### config.mk
export PLATFORM = sky130hd
export DESIGN_NAME = rpn_stack_controller_flat
export DESIGN_NICKNAME = d
export VERILOG_FILES = /design/src/rtl/rpn_stack_controller_pkg.sv /design/src/rtl/rpn_stack_controller_if.sv /design/src/rtl/rpn_stack_controller_detectorBorda.sv /design/src/rtl/rpn_stack_controller.sv /design/src/flat_wrapper.sv
export SDC_FILE = /design/constraint.sdc
export NUM_CORES = 1
export LEC_CHECK = 0
export ABC_CLOCK_PERIOD_IN_PS = 2000
export CAP_MARGIN = 30
export CORE_MARGIN = 3
export CORE_UTILIZATION = 45
export CTS_CLUSTER_SIZE = 24
export DETAILED_ROUTE_END_ITERATION = 6
export PLACE_DENSITY = 0.74
export SYNTH_ARGS = -nofsm -noshare
export SYNTH_HDL_FRONTEND = slang
export SYNTH_HIERARCHICAL = 1
export SYNTH_SLANG_ARGS = --single-unit
### constraint.sdc
create_clock -name Clock -period 2 [get_ports Clock]
set_input_delay 0.2 -clock Clock [delete_from_list [all_inputs] [get_ports Clock]]
set_output_delay 0.2 -clock Clock [all_outputs]
set_load 0.01 [all_outputs]
### src/rtl/rpn_stack_controller_pkg.sv
// Shared definitions for the RPN calculator: sizes, sequencer states,
// ULA opcodes and display base codes.
package rpn_stack_controller_pkg;

    localparam int WIDTH = 8;
    localparam int DEPTH = 4;
    localparam int CNT_W = 3;
    localparam int PTR_W = $clog2(DEPTH);

    typedef enum logic [1:0] {
        OCIOSO  = 2'd0,
        BUSCA   = 2'd1,
        ESPERA  = 2'd2,
        ESCREVE = 2'd3
    } estado_t;

    localparam logic [2:0] OP_SOMA = 3'd0;
    localparam logic [2:0] OP_SUB  = 3'd1;
    localparam logic [2:0] OP_E    = 3'd2;
    localparam logic [2:0] OP_OU   = 3'd3;
    localparam logic [2:0] OP_XOU  = 3'd4;
    localparam logic [2:0] OP_NAO  = 3'd5;
    localparam logic [2:0] OP_MUL  = 3'd6;

    localparam logic [1:0] BASE_DEC = 2'b00;
    localparam logic [1:0] BASE_HEX = 2'b01;
    localparam logic [1:0] BASE_OCT = 2'b10;

endpackage

### src/rtl/rpn_stack_controller_if.sv
// Bundle between the RPN stack controller, the switches/buttons,
// the combinational ULA and the display stage.
interface rpn_stack_controller_if;
    import rpn_stack_controller_pkg::*;

    logic [WIDTH-1:0] Entrada;
    logic             Enter;
    logic             Operar;
    logic             Limpar;
    logic [2:0]       Opcode;
    logic [1:0]       BaseSel;
    logic [WIDTH-1:0] ResultadoULA;
    logic [WIDTH-1:0] OperandoA;
    logic [WIDTH-1:0] OperandoB;
    logic [2:0]       OpcodeULA;
    logic [WIDTH-1:0] Resultado;
    logic [1:0]       Base;
    logic [CNT_W-1:0] Nivel;
    logic             Ocupado;
    logic             Erro;

    modport slave (
        input  Entrada, Enter, Operar, Limpar, Opcode, BaseSel, ResultadoULA,
        output OperandoA, OperandoB, OpcodeULA, Resultado, Base, Nivel, Ocupado, Erro
    );

    modport master (
        output Entrada, Enter, Operar, Limpar, Opcode, BaseSel, ResultadoULA,
        input  OperandoA, OperandoB, OpcodeULA, Resultado, Base, Nivel, Ocupado, Erro
    );

endinterface

### src/rtl/rpn_stack_controller_detectorBorda.sv
// Rising-edge detector for one button level: one pulse per press.
module rpn_stack_controller_detectorBorda (
    input  logic Clock,
    input  logic Reset_n,
    input  logic nivelIn,
    output logic evento
);

    logic anterior;

    // History of the button level, cleared by reset.
    always_ff @(posedge Clock) begin
        if (!Reset_n) anterior <= 1'b0;
        else          anterior <= nivelIn;
    end

    assign evento = nivelIn & ~anterior;

endmodule

### src/rtl/rpn_stack_controller.sv
// Operand stack and operate sequencer for the 8-bit RPN calculator.
//
//  state   | meaning
//  OCIOSO  | idle; accepts clear, operate and push events
//  BUSCA   | register the two top operands toward the ULA
//  ESPERA  | ULA settles on the registered operands
//  ESCREVE | write ULA result into stack[top-1], drop one level
module rpn_stack_controller
    import rpn_stack_controller_pkg::*;
(
    input logic Clock,
    input logic Reset_n,
    rpn_stack_controller_if.slave bus
);

    estado_t          estado, estadoProx;
    logic [WIDTH-1:0] pilha [DEPTH];
    logic [CNT_W-1:0] nivel;
    logic [WIDTH-1:0] operandoA, operandoB;
    logic [2:0]       opcodeUla;
    logic [1:0]       base;
    logic             ocupado, erro;
    logic             evEnter, evOperar, evLimpar;
    logic             limpa, empilha, iniciaOp, busca, escreve, setErro;
    logic [PTR_W-1:0] topo, abaixo;

    rpn_stack_controller_detectorBorda uBordaEnter (
        .Clock(Clock), .Reset_n(Reset_n), .nivelIn(bus.Enter), .evento(evEnter)
    );
    rpn_stack_controller_detectorBorda uBordaOperar (
        .Clock(Clock), .Reset_n(Reset_n), .nivelIn(bus.Operar), .evento(evOperar)
    );
    rpn_stack_controller_detectorBorda uBordaLimpar (
        .Clock(Clock), .Reset_n(Reset_n), .nivelIn(bus.Limpar), .evento(evLimpar)
    );

    assign topo   = PTR_W'(nivel - CNT_W'(1));
    assign abaixo = PTR_W'(nivel - CNT_W'(2));

    // State register; Ocupado is registered from the next state.
    always_ff @(posedge Clock) begin
        if (!Reset_n) begin
            estado  <= OCIOSO;
            ocupado <= 1'b0;
        end else begin
            estado  <= estadoProx;
            ocupado <= (estadoProx != OCIOSO);
        end
    end

    // Next state and one-cycle datapath strobes; events outside OCIOSO are dropped.
    always_comb begin
        estadoProx = estado;
        limpa      = 1'b0;
        empilha    = 1'b0;
        iniciaOp   = 1'b0;
        busca      = 1'b0;
        escreve    = 1'b0;
        setErro    = 1'b0;
        case (estado)
            OCIOSO: begin
                if (evLimpar) begin
                    limpa = 1'b1;
                end else if (evOperar) begin
                    if (nivel < CNT_W'(2)) begin
                        setErro = 1'b1;
                    end else begin
                        iniciaOp   = 1'b1;
                        estadoProx = BUSCA;
                    end
                end else if (evEnter) begin
                    if (nivel == CNT_W'(DEPTH)) setErro = 1'b1;
                    else                        empilha = 1'b1;
                end
            end
            BUSCA: begin
                busca      = 1'b1;
                estadoProx = ESPERA;
            end
            ESPERA: begin
                estadoProx = ESCREVE;
            end
            ESCREVE: begin
                escreve    = 1'b1;
                estadoProx = OCIOSO;
            end
            default: estadoProx = OCIOSO;
        endcase
    end

    // Stack storage, level counter, ULA operand registers and flags.
    always_ff @(posedge Clock) begin
        if (!Reset_n) begin
            for (int i = 0; i < DEPTH; i++) pilha[i] <= '0;
            nivel     <= '0;
            operandoA <= '0;
            operandoB <= '0;
            opcodeUla <= '0;
            base      <= '0;
            erro      <= 1'b0;
        end else begin
            base <= bus.BaseSel;
            if (setErro) erro <= 1'b1;
            if (limpa) begin
                for (int i = 0; i < DEPTH; i++) pilha[i] <= '0;
                nivel <= '0;
                erro  <= 1'b0;
            end
            if (empilha) begin
                pilha[PTR_W'(nivel)] <= bus.Entrada;
                nivel                <= nivel + CNT_W'(1);
            end
            if (iniciaOp) opcodeUla <= bus.Opcode;
            if (busca) begin
                operandoA <= pilha[abaixo];
                operandoB <= pilha[topo];
            end
            if (escreve) begin
                pilha[abaixo] <= bus.ResultadoULA;
                nivel         <= nivel - CNT_W'(1);
            end
        end
    end

    assign bus.Resultado = (nivel == '0) ? '0 : pilha[topo];
    assign bus.OperandoA = operandoA;
    assign bus.OperandoB = operandoB;
    assign bus.OpcodeULA = opcodeUla;
    assign bus.Base      = base;
    assign bus.Nivel     = nivel;
    assign bus.Ocupado   = ocupado;
    assign bus.Erro      = erro;

endmodule

### src/flat_wrapper.sv
// flat-port wrapper written by rule: the top's interface ports become plain ports
module rpn_stack_controller_flat import rpn_stack_controller_pkg::*;
  (Clock, Reset_n, bus_Entrada, bus_Enter, bus_Operar, bus_Limpar, bus_Opcode, bus_BaseSel, bus_ResultadoULA, bus_OperandoA, bus_OperandoB, bus_OpcodeULA, bus_Resultado, bus_Base, bus_Nivel, bus_Ocupado, bus_Erro);
  rpn_stack_controller_if bus_i ();
  input logic Clock;
  input logic Reset_n;
  input wire logic [$bits(bus_i.Entrada)-1:0] bus_Entrada;
  input wire logic [$bits(bus_i.Enter)-1:0] bus_Enter;
  input wire logic [$bits(bus_i.Operar)-1:0] bus_Operar;
  input wire logic [$bits(bus_i.Limpar)-1:0] bus_Limpar;
  input wire logic [$bits(bus_i.Opcode)-1:0] bus_Opcode;
  input wire logic [$bits(bus_i.BaseSel)-1:0] bus_BaseSel;
  input wire logic [$bits(bus_i.ResultadoULA)-1:0] bus_ResultadoULA;
  output wire logic [$bits(bus_i.OperandoA)-1:0] bus_OperandoA;
  output wire logic [$bits(bus_i.OperandoB)-1:0] bus_OperandoB;
  output wire logic [$bits(bus_i.OpcodeULA)-1:0] bus_OpcodeULA;
  output wire logic [$bits(bus_i.Resultado)-1:0] bus_Resultado;
  output wire logic [$bits(bus_i.Base)-1:0] bus_Base;
  output wire logic [$bits(bus_i.Nivel)-1:0] bus_Nivel;
  output wire logic [$bits(bus_i.Ocupado)-1:0] bus_Ocupado;
  output wire logic [$bits(bus_i.Erro)-1:0] bus_Erro;
  assign bus_i.Entrada = bus_Entrada;
  assign bus_i.Enter = bus_Enter;
  assign bus_i.Operar = bus_Operar;
  assign bus_i.Limpar = bus_Limpar;
  assign bus_i.Opcode = bus_Opcode;
  assign bus_i.BaseSel = bus_BaseSel;
  assign bus_i.ResultadoULA = bus_ResultadoULA;
  assign bus_OperandoA = bus_i.OperandoA;
  assign bus_OperandoB = bus_i.OperandoB;
  assign bus_OpcodeULA = bus_i.OpcodeULA;
  assign bus_Resultado = bus_i.Resultado;
  assign bus_Base = bus_i.Base;
  assign bus_Nivel = bus_i.Nivel;
  assign bus_Ocupado = bus_i.Ocupado;
  assign bus_Erro = bus_i.Erro;
  rpn_stack_controller u_core (.Clock(Clock), .Reset_n(Reset_n), .bus(bus_i));
endmodule
# --- Word level (Yosys, flattened, before mapping) ---
# Memory sizes are Yosys's and may differ from the RTL's. A register that Yosys moved wholly into a read port is not among the register bits.
# Cells that the tools add are included.
# W data, S select, Z words.
op_classes:
  magnitude_cmp: 1
  n_shift: 0
  n_reduce_logical: 8
  n_mul: 0
  n_eq_ne: 4
  n_mux: 47
  div: 0
  bitwise: 11
  n_addsub: 3
ops:
  columns: ["cell", "count"]
  rows:
  - ["$mux W8", 7]
  - ["$mux W1", 31]
  - ["$reduce_or A8 Y1", 2]
  - ["$mux W2", 5]
  - ["$mux W3", 3]
  - ["$pmux W2 S4", 1]
  - ["$eq A2 B2 Y1 const B", 2]
  - ["$not A1 Y1", 4]
  - ["$or A1 B1 Y1", 4]
  - ["$add A3 B1 Y3 const B", 1]
  - ["$and A1 B1 Y1", 3]
  - ["$eq A3 B3 Y1 const B", 1]
  - ["$logic_not A3 Y1", 1]
  - ["$lt A3 B2 Y1 const B", 1]
  - ["$reduce_bool A3 Y1", 1]
  - ["$sub A3 B1 Y3 const B", 1]
  - ["$eq A2 B1 Y1 const B", 1]
  - ["$logic_not A2 Y1", 1]
  - ["$reduce_bool A2 Y1", 1]
  - ["$reduce_or A2 Y1", 1]
  - ["$sub A2 B2 Y2 const B", 1]
  - ["$logic_not A1 Y1", 1]
word_totals:
  mem_count: 1
  inputBits: 26
  latch_bits: 0
  wordCells: 85
  out_inout_bits: 34
  ramBits: 32
  regBits: 23
  romBits: 0
memory_table:
  columns: ["memory", "words", "width", "read_ports", "rd_ports_with_merged_regs", "wr", "line_no", "rtl"]
  rows:
  - ["u_core.pilha", 4, 8, 2, 1, 4, "rpn_stack_controller.sv:17", "logic [WIDTH-1:0] pilha [DEPTH];"]

# --- Logic depth before layout (Yosys ltp) ---
logic_depth:
  depth_word: 12
  depth_mapped: 8
  depth_no_buf: 5

# --- By module ---
# Netlist, hierarchy kept.
by_module_without_submodules:
  columns: ["mod", "cells_each", "instances", "seq_area_each_um2", "area_per_inst_um2"]
  rows:
  - ["rpn_stack_controller", 243, 1, 1521.5, 3005.4]
  - ["rpn_stack_controller_detectorBorda", 3, 3, 20.0, 40.0]

# --- Worst setup path before layout ---
# Ideal clock, no wire load.
synth_path:
  path_kind: "register -> register"
  from: "reg u_core.nivel[1], in the netlist u_core/bus.Nivel[1]"
  to: "mem u_core.pilha[0][0], enable pin"
  required_time_ps: 1626
  n_path_buf: 2
  t_arrival_ps: 1866
  setup_slack_ps: -240
  setup_ps: 374
  synth_period_minus_slack_ps: 2240
  path_stages_with_launch: 8
  path_cell_list: "dfxtp_1 > buf_2 > inv_1 > ha_1 > nand2_2 > a31oi_4 > buf_6 > o21ai_1"
synth_lines:
  columns: ["item", "line_no", "rtl"]
  rows:
  - ["from (decl)", "rpn_stack_controller.sv:18", "logic [CNT_W-1:0] nivel;"]
  - ["from (signal assigned)", "rpn_stack_controller.sv:111", "nivel <= nivel + CNT_W'(1);"]
  - ["from (signal assigned)", "rpn_stack_controller.sv:120", "nivel <= nivel - CNT_W'(1);"]
  - ["to (decl)", "rpn_stack_controller.sv:17", null]

# --- Worst setup path in the final report ---
layout_path:
  from: "reg u_core.nivel[0], in the netlist u_core/bus.Nivel[0]"
  to: "out bus_Resultado[7]"
layout_between:
  elab_chain_len: 3
layout_rtl:
  columns: ["item", "line_no", "rtl"]
  rows:
  - ["$sub A3 B1 Y3", "rpn_stack_controller.sv:37", "assign topo = PTR_W'(nivel - CNT_W'(1));"]
  - ["$mem_v2 Z4 W8", null, null]
  - ["$mux W8 (*)", "rpn_stack_controller.sv:125", "assign bus.Resultado = (nivel == '0) ? '0 : pilha[topo];"]
  - ["to (decl)", "flat_wrapper.sv:17", "output wire logic [$bits(bus_i.Resultado)-1:0] bus_Resultado;"]
# Every way passes the cells marked *; elsewhere a longest branch is shown, timed or not.

==> flow_summary.rst <==
.. list-table::
   :header-rows: 1

   * - Metric
     - Value
   * - Status
     - finished, violations left
   * - Violated checks
     - negative setup slack
   * - Vias per std cell
     - 5.52
   * - Synthesized instance count
     - 252
   * - Post-synthesis cell type count
     - 36
   * - Count of flip-flops with a built-in enable after synthesis
     - 32
   * - Cell count of the worst reg-to-reg path
     - 6
   * - Worst-case setup margin in the final layout
     - -0.0222 ns
   * - Proportion of layout cells with a drive suffix above 1
     - 0.303
   * - Hold EP
     - u_core/bus.OpcodeULA[0]$_SDFFE_PN0P_
   * - # clock sinks
     - 63
   * - Biggest area contributors in the synthesized netlist
     - sky130_fd_sc_hd__edfxtp_1 31%, sky130_fd_sc_hd__dfxtp_1 20%, sky130_fd_sc_hd__mux4_2 12%, sky130_fd_sc_hd__mux2i_1 8.3%, sky130_fd_sc_hd__nor3_1 5.3%
   * - Layout Skew
     - 0.00668 ns
   * - Die width
     - 89.3 µm
   * - Maximum number of pins on one net before global-route repair
     - 23
   * - Count of input and output buffers
     - 59
   * - Maximum capacitance violations
     - 0
   * - Global-route wire length before repair
     - 11.5 mm
   * - Number of detailed-route iterations in the first pass
     - 4
   * - Category of the worst setup path capture point
     - output port
   * - Final number of setup-violating endpoints
     - 1
   * - Die boundary height
     - 89.3 µm
   * - Number of buffers and inverters on the critical path
     - 2
   * - Vias in the first global route
     - 2223
   * - Register area share after synthesis
     - 0.506
   * - Register bit count reported by yosys
     - 63
   * - Initial cell density of the core
     - 0.479
   * - Cell with the largest stage delay on the worst path
     - sky130_fd_sc_hd__mux4_2
   * - Share of synthesized flip-flops with an asynchronous set or reset
     - 0
   * - Number of buffers on the longest clock path
     - 2
   * - Max Clk Rate
     - 495 MHz
   * - Mean Syn Cell Area
     - 12.4 µm²
   * - Unrepaired setup endpoints after global routing
     - yes
   * - Cell accounting for the most synthesized area
     - sky130_fd_sc_hd__edfxtp_1
   * - Number of warning messages in the yosys log
     - 6
   * - Setup TNS
     - -0.0222 ns
   * - Power density normalized to cell area
     - 743 nW/µm²
   * - DRT Wirelength
     - 7.02 mm
   * - Drc violations
     - 0
   * - Worst hold start
     - bus_Opcode[0]
   * - Final count of hold timing violations
     - 0
   * - Cell Area, Synth
     - 3130 µm²
   * - Req. time, crit path
     - 1.80 ns
   * - Lkg Pwr
     - 0.00165 µW
   * - Clock transition time at the flip-flop clock pins of the worst setup and hold paths
     - 0.08 ns
   * - Ant. Diodes
     - 0
   * - Family with the most delay on the worst path
     - multiplexers
   * - Top-Level Pins
     - 60
   * - Estimated wirelength of the detail-placed design
     - 5.16 mm
   * - Reg-to-Reg Start
     - u_core/estado[1]$_SDFF_PN0_
   * - Clock tree root driver cell
     - sky130_fd_sc_hd__clkbuf_8
   * - Antenna violations before repair
     - 0
   * - Total via count after detailed routing
     - 2357
   * - Global routing usage summed across all routing layers
     - 0.194
   * - H-Tree Depth
     - 3
   * - Worst stage delay on the critical path
     - 0.52 ns
   * - Pwr Total
     - 3200 µW
   * - Type of element launching the critical path
     - flop
   * - R2R Setup Slk
     - 0.21 ns
   * - Worst Hold Class
     - primary input to flop
   * - Number of rows in the core area
     - 29
   * - CTS Buf Count
     - 9
   * - CP Cell Sequence
     - inv_2, ha_4, mux4_2, and2_4, buf_6
   * - CTS tree
     - done
   * - Worst-margin pin slew
     - 0.532 ns
   * - Worst VDD drop
     - 0.000363 V
   * - Startpoint-to-endpoint class of the critical path
     - flop to output port
   * - Number of cells traversed by the worst hold path
     - 3
   * - Grt ovf
     - 0
   * - Fill cell total of the finished layout
     - 519
   * - Routed len/inst
     - 16.4 µm
   * - Worst reg2reg path endpoint
     - u_core/pilha[1][5]$_SDFFCE_PN0P_
   * - Worst Path Max Fanout
     - 3
   * - Standard cell core area
     - 6530 µm²
   * - Skew-Pair Late Insertion Delay
     - 0.34 ns
   * - Fraction of the cycle the final worst path needs
     - 1.01
   * - Overall die area
     - 7980 µm²
   * - Nets
     - 379
   * - Total nets after synthesis
     - 286
   * - Number of DRC markers after the initial detailed-route iteration
     - 157
   * - Remaining number of nets flagged by the antenna check after routing
     - 0
   * - Slew HR
     - 0.644
   * - Hold buffer count at CTS
     - 0
   * - Post-layout utilization of the core
     - 0.658
   * - Number of slew-limit violations in the final report
     - 0
   * - Min Tclk post-route
     - 2.02 ns
   * - Top cell type's share of synthesized area
     - 0.307
   * - Global placer's final weighted congestion
     - 0.811
   * - Arrival time of data at the critical path endpoint
     - 1.82 ns
   * - Dominant synthesized flop cell
     - sky130_fd_sc_hd__edfxtp_1
   * - Layout overhead on the synthesized area
     - 37.5%
-- cell usage in the layout, fill, tap and decap left out, types with 2 or more instances in the layout --
cell,synthesis,routed
sky130_fd_sc_hd__a21oi_1,8,7
sky130_fd_sc_hd__a31oi_4,2,2
sky130_fd_sc_hd__and2_1,14,7
sky130_fd_sc_hd__and2_4,0,7
sky130_fd_sc_hd__buf_12,0,4
sky130_fd_sc_hd__buf_4,3,33
sky130_fd_sc_hd__buf_6,3,9
sky130_fd_sc_hd__clkbuf_8,0,9
sky130_fd_sc_hd__clkdlybuf4s50_1,0,51
sky130_fd_sc_hd__clkinv_4,0,2
sky130_fd_sc_hd__dfxtp_1,31,29
sky130_fd_sc_hd__dfxtp_2,0,2
sky130_fd_sc_hd__edfxtp_1,32,32
sky130_fd_sc_hd__ha_1,8,6
sky130_fd_sc_hd__inv_1,6,4
sky130_fd_sc_hd__inv_2,0,2
sky130_fd_sc_hd__inv_6,0,3
sky130_fd_sc_hd__mux2i_1,26,26
sky130_fd_sc_hd__mux4_2,16,16
sky130_fd_sc_hd__nand2_1,5,5
sky130_fd_sc_hd__nand2b_1,4,4
sky130_fd_sc_hd__nand4_1,3,3
sky130_fd_sc_hd__nor2_1,19,19
sky130_fd_sc_hd__nor2b_1,4,4
sky130_fd_sc_hd__nor2b_4,3,3
sky130_fd_sc_hd__nor3_1,33,33
sky130_fd_sc_hd__o211ai_1,2,2
sky130_fd_sc_hd__o21ai_2,0,4
sky130_fd_sc_hd__o31ai_1,3,3
-- metrics by stage --
stage / hold WS (ns) / instance area [µm²] / worst slack [ns] / std cells
floorplan: 0.322 / 3150 / 0.0151 / 252
global placement: 0.451 / 3980 / -0.0569 / 399
detailed placement: 0.457 / 3980 / -0.0994 / 399
CTS: 0.404 / 4200 / -0.0428 / 421
global route: 0.422 / 4300 / -0.0861 / 427
finish: 0.425 / 4300 / -0.0222 / 427
-- layout make-up --
type                       instances  area (µm²)  share of cell area
timing repair buffer              98         945               0.220
multi-input combinational        167        1470               0.342
sequential                        63        1580               0.369
inverter                           6        22.5             0.00524
clock inverter                     7        56.3              0.0131
tap                               77        96.3              0.0224
clock buffer                       9         124              0.0288
-- flip-flops by register name, summed over array words and instances (netlist names), 2 cells and up --
register / cells
u_core/pilha: 32
u_core/bus.OperandoA: 8
u_core/bus.OperandoB: 8
u_core/bus.Nivel: 3
u_core/bus.OpcodeULA: 3
u_core/bus.Base: 2
u_core/estado: 2
-- timing repair --
| action | 4_1_cts | 5_1_grt |
|---|---|---|
| gates resized for setup | 41 | 13 |
| cloned | 0 | 0 |
| setup endpoints to repair | 8 | 54 |
| pin swaps | 1 | 1 |
| buffers inserted | 6 | 6 |
-- tightest hold or removal path: cells and delay by family --
family	cells	cell delay, ns
AO/OA/AOI/OAI	1	0.06
AND/OR/NAND/NOR	1	0.07
buffers and inverters	1	0.40
-- layer usage --
metal,share of wire,global-route usage,vias to the layer above
met2,0.48,0.306,77
met1,0.45,0.268,1133
met4,0.017,0.0771,0
li1,-,-,1135
met3,0.052,0.0332,12
met5,0,0,-
-- power breakdown --
| group | total (µW) | leakage (µW) | switching (µW) | internal, µW |
|---|---|---|---|---|
| clock | 1010 | 0.0000906 | 551 | 464 |
| combinational | 665 | 0.000961 | 296 | 369 |
| sequential | 1520 | 0.000602 | 56.6 | 1460 |
-- synthesized netlist by cell type (2+ instances only) --
cell type                  number
sky130_fd_sc_hd__nor3_1        33
sky130_fd_sc_hd__edfxtp_1      32
sky130_fd_sc_hd__dfxtp_1       31
sky130_fd_sc_hd__mux2i_1       26
sky130_fd_sc_hd__nor2_1        19
sky130_fd_sc_hd__mux4_2        16
sky130_fd_sc_hd__and2_1        14
sky130_fd_sc_hd__a21oi_1        8
sky130_fd_sc_hd__ha_1           8
sky130_fd_sc_hd__buf_2          7
sky130_fd_sc_hd__inv_1          6
sky130_fd_sc_hd__nand2_1        5
sky130_fd_sc_hd__nand2b_1       4
sky130_fd_sc_hd__nor2b_1        4
sky130_fd_sc_hd__o21ai_1        4
sky130_fd_sc_hd__buf_4          3
sky130_fd_sc_hd__buf_6          3
sky130_fd_sc_hd__clkbuf_1       3
sky130_fd_sc_hd__nand4_1        3
sky130_fd_sc_hd__nor2b_4        3
sky130_fd_sc_hd__o31ai_1        3
sky130_fd_sc_hd__a31oi_4        2
sky130_fd_sc_hd__o211ai_1       2
-- worst max path at each step --
stage                                     startpoint               end  slack (ns)  depth (start not counted)
floorplan           u_core/bus.Nivel[0]$_SDFFE_PN0P_  bus_Resultado[7]        0.02                          6
global placement    u_core/bus.Nivel[0]$_SDFFE_PN0P_  bus_Resultado[7]       -0.06                          5
detailed placement  u_core/bus.Nivel[1]$_SDFFE_PN0P_  bus_Resultado[7]        -0.1                          5
CTS                 u_core/bus.Nivel[0]$_SDFFE_PN0P_  bus_Resultado[7]       -0.04                          5
global route        u_core/bus.Nivel[0]$_SDFFE_PN0P_  bus_Resultado[7]       -0.09                          5
finish              u_core/bus.Nivel[0]$_SDFFE_PN0P_  bus_Resultado[7]       -0.02                          5
-- cell families after synthesis --
kind of cell / Yosys count / share of synthesized area
DFF: 63 / 0.506
AOI/OAI and AO/OA: 25 / 0.0613
adders and majority gates: 8 / 0.0320
buffers and inverters: 22 / 0.0400
and+or+nand+nor: 92 / 0.162
muxes: 42 / 0.199
(Power assumes the default switching activity.)
